`src/rtl/stack_pkg.sv`:
```
// Shared definitions for lifo_stack: stack operation encoding and the
// request decode rule that picks one operation per clock edge.
package stack_pkg;

    typedef enum logic [1:0] {
        OP_IDLE = 2'd0,
        OP_PUSH = 2'd1,
        OP_POP  = 2'd2,
        OP_REPL = 2'd3
    } op_e;

    // Push+Pop on an empty stack degrades to a plain push; rejected requests become idle.
    function automatic op_e decode_op(input logic push, input logic pop,
                                      input logic full, input logic empty);
        op_e op;
        op = OP_IDLE;
        case ({push, pop})
            2'b10: begin
                if (full) op = OP_IDLE;
                else      op = OP_PUSH;
            end
            2'b01: begin
                if (empty) op = OP_IDLE;
                else       op = OP_POP;
            end
            2'b11: begin
                if (empty) op = OP_PUSH;
                else       op = OP_REPL;
            end
            default: op = OP_IDLE;
        endcase
        return op;
    endfunction

endpackage

```
`src/rtl/stack_regfile.sv`:
```
// WIDTH x DEPTH storage array for lifo_stack: one synchronous write port and
// one asynchronous read port. Contents are intentionally not reset.
module stack_regfile #(
    parameter int WIDTH = 4,
    parameter int DEPTH = 8,
    parameter int AW    = 4
) (
    input  logic             i_clk,
    input  logic             i_we,
    input  logic [AW-1:0]    i_waddr,
    input  logic [WIDTH-1:0] i_wdata,
    input  logic [AW-1:0]    i_raddr,
    output logic [WIDTH-1:0] o_rdata
);

    localparam int IW = $clog2(DEPTH);

    logic [WIDTH-1:0] r_mem [DEPTH];
    logic [IW-1:0]    w_widx;
    logic [IW-1:0]    w_ridx;

    assign w_widx = i_waddr[IW-1:0];
    assign w_ridx = i_raddr[IW-1:0];

    // Storage write; out-of-range addresses are dropped.
    always_ff @(posedge i_clk) begin
        if (i_we && (i_waddr < AW'(DEPTH))) begin
            r_mem[w_widx] <= i_wdata;
        end
    end

    // Asynchronous read; the all-ones address seen on an empty stack returns zero.
    always_comb begin
        o_rdata = '0;
        if (i_raddr < AW'(DEPTH)) begin
            o_rdata = r_mem[w_ridx];
        end else begin
            o_rdata = '0;
        end
    end

endmodule

```
`src/rtl/lifo_stack.sv`:
```
// Parametrised synchronous LIFO with replace-top, top peek, occupancy count and
// pop-valid strobe. Define STACK_ERR_EN to add sticky Overflow/Underflow flags.
module lifo_stack
    import stack_pkg::*;
#(
    parameter  int WIDTH = 4,
    parameter  int DEPTH = 8,
    localparam int CW    = $clog2(DEPTH + 1)
) (
    input  logic             Clk,
    input  logic             Rst,
    input  logic [WIDTH-1:0] Data_In,
    input  logic             Push,
    input  logic             Pop,
    output logic [WIDTH-1:0] Data_Out,
    output logic             Valid_Out,
    output logic [WIDTH-1:0] Top,
    output logic [CW-1:0]    Count,
    output logic             Full,
`ifdef STACK_ERR_EN
    output logic             Overflow,
    output logic             Underflow,
`endif
    output logic             Empty
);

    op_e              w_op;
    logic [CW-1:0]    w_top_addr;
    logic [CW-1:0]    w_waddr;
    logic             w_we;
    logic [CW-1:0]    w_count_nxt;
    logic [WIDTH-1:0] w_top;

    logic [CW-1:0]    r_count;
    logic             r_full;
    logic             r_empty;
    logic [WIDTH-1:0] r_data_out;
    logic             r_valid_out;

    assign w_op       = decode_op(Push, Pop, r_full, r_empty);
    assign w_top_addr = r_count - CW'(1);

    // Write-port steering and next occupancy for the decoded operation.
    always_comb begin
        w_we        = 1'b0;
        w_waddr     = r_count;
        w_count_nxt = r_count;
        case (w_op)
            OP_PUSH: begin
                w_we        = 1'b1;
                w_waddr     = r_count;
                w_count_nxt = r_count + CW'(1);
            end
            OP_POP: begin
                w_we        = 1'b0;
                w_waddr     = r_count;
                w_count_nxt = r_count - CW'(1);
            end
            OP_REPL: begin
                w_we        = 1'b1;
                w_waddr     = w_top_addr;
                w_count_nxt = r_count;
            end
            default: begin
                w_we        = 1'b0;
                w_waddr     = r_count;
                w_count_nxt = r_count;
            end
        endcase
    end

    stack_regfile #(
        .WIDTH (WIDTH),
        .DEPTH (DEPTH),
        .AW    (CW)
    ) u_regfile (
        .i_clk   (Clk),
        .i_we    (w_we),
        .i_waddr (w_waddr),
        .i_wdata (Data_In),
        .i_raddr (w_top_addr),
        .o_rdata (w_top)
    );

    // Occupancy and flags; Full/Empty derive from the next count so they track Count.
    always_ff @(posedge Clk) begin
        if (Rst) begin
            r_count <= '0;
            r_full  <= 1'b0;
            r_empty <= 1'b1;
        end else begin
            r_count <= w_count_nxt;
            r_full  <= (w_count_nxt == CW'(DEPTH));
            r_empty <= (w_count_nxt == CW'(0));
        end
    end

    // Popped word and its one-cycle strobe; Data_Out holds between accepted pops.
    always_ff @(posedge Clk) begin
        if (Rst) begin
            r_data_out  <= '0;
            r_valid_out <= 1'b0;
        end else if ((w_op == OP_POP) || (w_op == OP_REPL)) begin
            r_data_out  <= w_top;
            r_valid_out <= 1'b1;
        end else begin
            r_valid_out <= 1'b0;
        end
    end

`ifdef STACK_ERR_EN
    logic r_overflow;
    logic r_underflow;

    // Sticky error flags, cleared only by reset.
    always_ff @(posedge Clk) begin
        if (Rst) begin
            r_overflow  <= 1'b0;
            r_underflow <= 1'b0;
        end else begin
            if (Push && !Pop && r_full) r_overflow <= 1'b1;
            if (Pop && r_empty)         r_underflow <= 1'b1;
        end
    end

    assign Overflow  = r_overflow;
    assign Underflow = r_underflow;
`endif

    assign Data_Out  = r_data_out;
    assign Valid_Out = r_valid_out;
    assign Top       = w_top;
    assign Count     = r_count;
    assign Full      = r_full;
    assign Empty     = r_empty;

endmodule

```
`config.mk`:
```
export PLATFORM = sky130hd
export DESIGN_NAME = lifo_stack
export DESIGN_NICKNAME = d
export VERILOG_FILES = /design/src/rtl/stack_pkg.sv /design/src/rtl/stack_regfile.sv /design/src/rtl/lifo_stack.sv
export SDC_FILE = /design/constraint.sdc
export NUM_CORES = 1
export LEC_CHECK = 0
export CAP_MARGIN = 20
export CORE_MARGIN = 2
export CORE_UTILIZATION = 58
export CTS_BUF_LIST = sky130_fd_sc_hd__clkbuf_8
export DETAILED_ROUTE_END_ITERATION = 6
export PLACE_DENSITY = 0.83
export SYNTH_ARGS = -nofsm -noshare
export SYNTH_HDL_FRONTEND = slang
export SYNTH_SLANG_ARGS = --single-unit
```
`constraint.sdc`:
```
create_clock -name Clk -period 3.91 [get_ports Clk]
set_clock_uncertainty 0.1 [all_clocks]
set_input_delay 1.173 -clock Clk [delete_from_list [all_inputs] [get_ports Clk]]
set_output_delay 1.173 -clock Clk [all_outputs]
set_load 0.02 [all_outputs]
```
# [Word level (Yosys, flattened, before mapping)]
# Memory sizes are Yosys's and may differ from the RTL's.
# Cells that the tools add are included.
[totals] reg_bits=11 mem_bits_rw=32 wordCells=32 memories=1 out_inout_bits=15
[memory_table] name="u_regfile.r_mem" depth=8 word_bits=4 rd=1 rd_ports_with_merged_regs=0 write_ports=1 line="stack_regfile.sv:18" rtl="logic [WIDTH-1:0] r_mem [DEPTH];"
[op_classes] muxes=11 addsub=2 n_reduce_logical=4 eq_ne=7 magnitude_cmp=2
[op_table] operator="$eq 2x2->1 const B" n=4
[op_table] operator="$lt 4x4->1 const B" n=2
[op_table] operator="$mux 4" n=2
[op_table] operator="$pmux 4 s2" n=1
[op_table] operator="$pmux 2 s3" n=1
[op_table] operator="$mux 1" n=5
[op_table] operator="$add 4x1->4 const B" n=1
[op_table] operator="$eq 2x1->1 const B" n=2
[op_table] operator="$eq 4x4->1 const B" n=1
[op_table] operator="$logic_not 4->1" n=1
[op_table] operator="$mux 2" n=2
[op_table] operator="$sub 4x1->4 const B" n=1
[op_table] operator="$reduce_or 2->1" n=1
[op_table] operator="$logic_and 1x1->1" n=1
[op_table] operator="$logic_or 1x1->1" n=1

# [Logic depth before layout (Yosys ltp)]
[depth] depth_word=8 ltp_mapped=10 ltp_nobuf=9

# [By module]
# From an unflattened synthesis, not the netlist that was laid out.
[unflattened] hier_cells=143 hier_area_um2=1939.4
[modules_own_cells] mod="stack_regfile" cells_each=64 seq_area_each_um2=960.9 area_per_inst_um2=1282.5 instances=1
[modules_own_cells] mod="lifo_stack" cells_each=79 seq_area_each_um2=220.2 area_per_inst_um2=656.9 instances=1

# [Worst setup path before layout]
# No wires, ideal clock.
[synth_timing] path_type="reg2out" from="register r_count[0] (netlist: Count[0])" to="output port Top[0]" required_time_ps=2637 setup_slack_ps=319 stages_incl_launch_ff=8 arrival_ps=2318 cell_sequence="dfxtp_1 -> buf_2 -> clkinv_1 -> ha_1 -> xor2_4 -> mux4_1 -> o21ai_2 -> nor2_1"
[synth_via] elab_chain_cells=3
[synth_lines] item="start, declared" line="lifo_stack.sv:34" rtl="logic [CW-1:0] r_count;"
[synth_lines] item="start signal, assigned" line="lifo_stack.sv:92" rtl="r_count <= w_count_nxt;"
[synth_lines] item="$sub 4x1->4 *" line="lifo_stack.sv:41" rtl="assign w_top_addr = r_count - CW'(1);"
[synth_lines] item="$mem_v2 8x4 or $lt 4x4->1 (tied branches)"
[synth_lines] item="$mux 4 *" line="stack_regfile.sv:35" rtl="if (i_raddr < AW'(DEPTH)) begin"
[synth_lines] item="end, declared" line="lifo_stack.sv:17" rtl="output logic [WIDTH-1:0] Top,"
# Mark *: on every way between the ends. The rest lies on a longest branch, timed or not.

# [Final worst setup path]
# Same ends and word-level chain as after synthesis.

==> metrics.txt <==
largest net degree at the start of global routing 24; share of cells above drive strength 1 0.1683; Max Clk Rate 263.9 MHz; fin util 0.7325; fillers 230; Synth Flop Type edfxtp_1; Max Cap Viol 0; status completed; most frequent cells in the layout edfxtp_1 (32), nor2_1 (20), clkdlybuf4s50_1 (18); clock root cell clkbuf_8; drt first pass iters 4; Arr. time, crit path 2.52 ns; CP Cell Sequence clkinv_1, ha_2, xor2_4, mux4_1, nor2_1, nor2_1, dlygate4sd2_1; Syn Std Cell Area 2061 um^2; clk sinks 43; Final Cycle Share 0.9693; Post-Route Setup TNS 0 ns; Leak Pwr about 0.91 nW; Port-buffer cells 22; syn nets 186; crit path max fanout 5; WL/cell ~17 um; EDFF count, synth 32; PwrDens 470.6 nW/um^2; vias in the first global route roughly 1,500; #FFs+latches synth 43; Cells after Synth 173; Max Buffers Root-to-Sink 2; diode count 0; vias per cell 6.016; endpoint class of the critical path primary output; Non-Filler Instances about 250; drt initial violations 99; Final Critical Period 3.790 ns; synth unique cells 43; Least-Margin Pin Slew 0.4783 ns; Worst setup SP type flop; Cell Rows 21; P&R area growth vs syn 19.55%; Max IR drop VDD about 0.30 mV; Syn Area/Cell 11.91 um^2; DRT Wirelength 4271 um; fin nets around 210; global-route wire length before repair 7038 um; yosys warns 0; initial core utilization 0.6127; hold buffer count at cts 0; residual DRC count 0; CTS tree yes; Overflow after GRT 0; Critical Path Most Common Cell nor2_1; die area just over 4000 um^2; slowest cell on the critical path mux4_1; critical path type flop to primary output; vias 1,492; Slew headroom 0.6729; Die Y-Extent 63.61 um; Skew-Pair Late Insertion Delay 0.30 ns; Power, Total 1.159 mW; Fin Hold WS around 0.38 ns; die width 63.61 um; Hold Violations, Final 0; dpl cells 238; Post-synth ARST share 0; core box area 3363 um^2; Required @ worst endpoint roughly 2.6 ns; io pins 23; Final Setup Violations 0; register area share after synthesis 0.5732; global-route usage over all layers 0.2345; total CTS buffers 5; Hold Crit Class flop to flop; post-route ant nets 0; clock slew at the register clock pins of the worst setup and hold paths 0.08 ns; most common cell after layout, fill and taps aside edfxtp_1; crit-path max cell delay 0.60 ns; H-tree Lvls 2; GP Congestion 0.8620; initial antenna violation count 0; hpwl dp approximately 3100 um; Final Max Tran Viols 0
-- logic make-up after synthesis --
group	count (synthesis)	synth area share
adders and majority gates	5	0.03036
DFF	43	0.5732
AOI/OAI and AO/OA	37	0.1275
and+or+nand+nor	53	0.1208
xor gates and xnor gates	2	0.01761
muxes	14	0.08925
buffers and inverters	19	0.04128
-- final timing paths --
| check | start | end | slack, ns | cells past startpoint |
|---|---|---|---|---|
| max | Count[0] | Top[0] | 0.12 | 7 |
| min | Data_Out[3] | Data_Out[3] | 0.38 | 2 |
| max reg2reg | Full | u_regfile.r_mem[2][3] | 1.49 | 5 |
| min reg2reg | Data_Out[3] | Data_Out[3] | 0.38 | 2 |
-- metal layers --
layer | routed length (um) | up-vias | global-route usage
li1 | - | 698 | -
met1 | 1679 | 725 | 0.2760
met2 | 2255 | 55 | 0.4026
met3 | 207 | 14 | 0.05357
met4 | 130 | 0 | 0.1141
met5 | 0 | - | 0
-- flip-flops by register name (all words and copies together), names as in the netlist --
register / cells
Data_Out: 4
u_regfile.r_mem: 32
Empty: 1
Count: 4
Full: 1
Valid_Out: 1
-- critical path, delay by kind of cell (launching register included) --
| kind | cells | cell delay [ns] |
|---|---|---|
| mux | 1 | 0.60 |
| buf+inv | 2 | 0.45 |
| flops | 1 | 0.36 |
| simple gates | 2 | 0.30 |
| fa+ha+maj | 1 | 0.27 |
| xor+xnor | 1 | 0.24 |
-- Yosys cell counts, types with 3 or more instances --
cell      instances  area [um^2]
a211oi_1          3        22.52
a21oi_1           5        25.02
buf_2             5        25.02
dfxtp_1          11        220.2
edfxtp_1         32        960.9
ha_1              5        62.56
inv_1             8        30.03
mux2_2            9        101.4
mux2i_1           3        30.03
nand2_1          10        37.54
nand3_1           8        40.04
nor2_1           20        75.07
nor3_1            5        25.02
o21ai_0           7        35.03
o22ai_1           3        18.77
o311ai_0          3        26.28
o31ai_1           3        22.52
-- final cells by class --
class                   instances  area (um^2)  share of cell area
well taps                      46        57.56             0.02336
repair buffers                 31        297.8              0.1209
clock buffers                   5        68.82             0.02793
inverters                       9        33.78             0.01371
multi-input cells             111        804.5              0.3266
flip-flops and latches         43         1181              0.4794
clock inverters                 3        20.02            0.008126
-- report_power, final --
group	switching [mW]	internal [mW]
sequential	0.0104	0.516
combinational	0.204	0.157
clock	0.148	0.124
-- repair_timing --
item | in CTS | in global routing
setup buffers | 2 | 0
endpoints found under the setup margin | 4 | 3
gates resized for setup | 2 | 8
pin swaps | 1 | 0
-- stage by stage --
step	cell area, um^2	setup slack [ns]
2_1_floorplan	2061	0.3190
3_3_place_gp	2340	0.2117
3_5_place_dp	2340	0.1272
4_1_cts	2445	-0.001588
5_1_grt	2464	-0.01768
6_report	2464	0.1202
No activity file was read; power rests on OpenSTA's default activity.
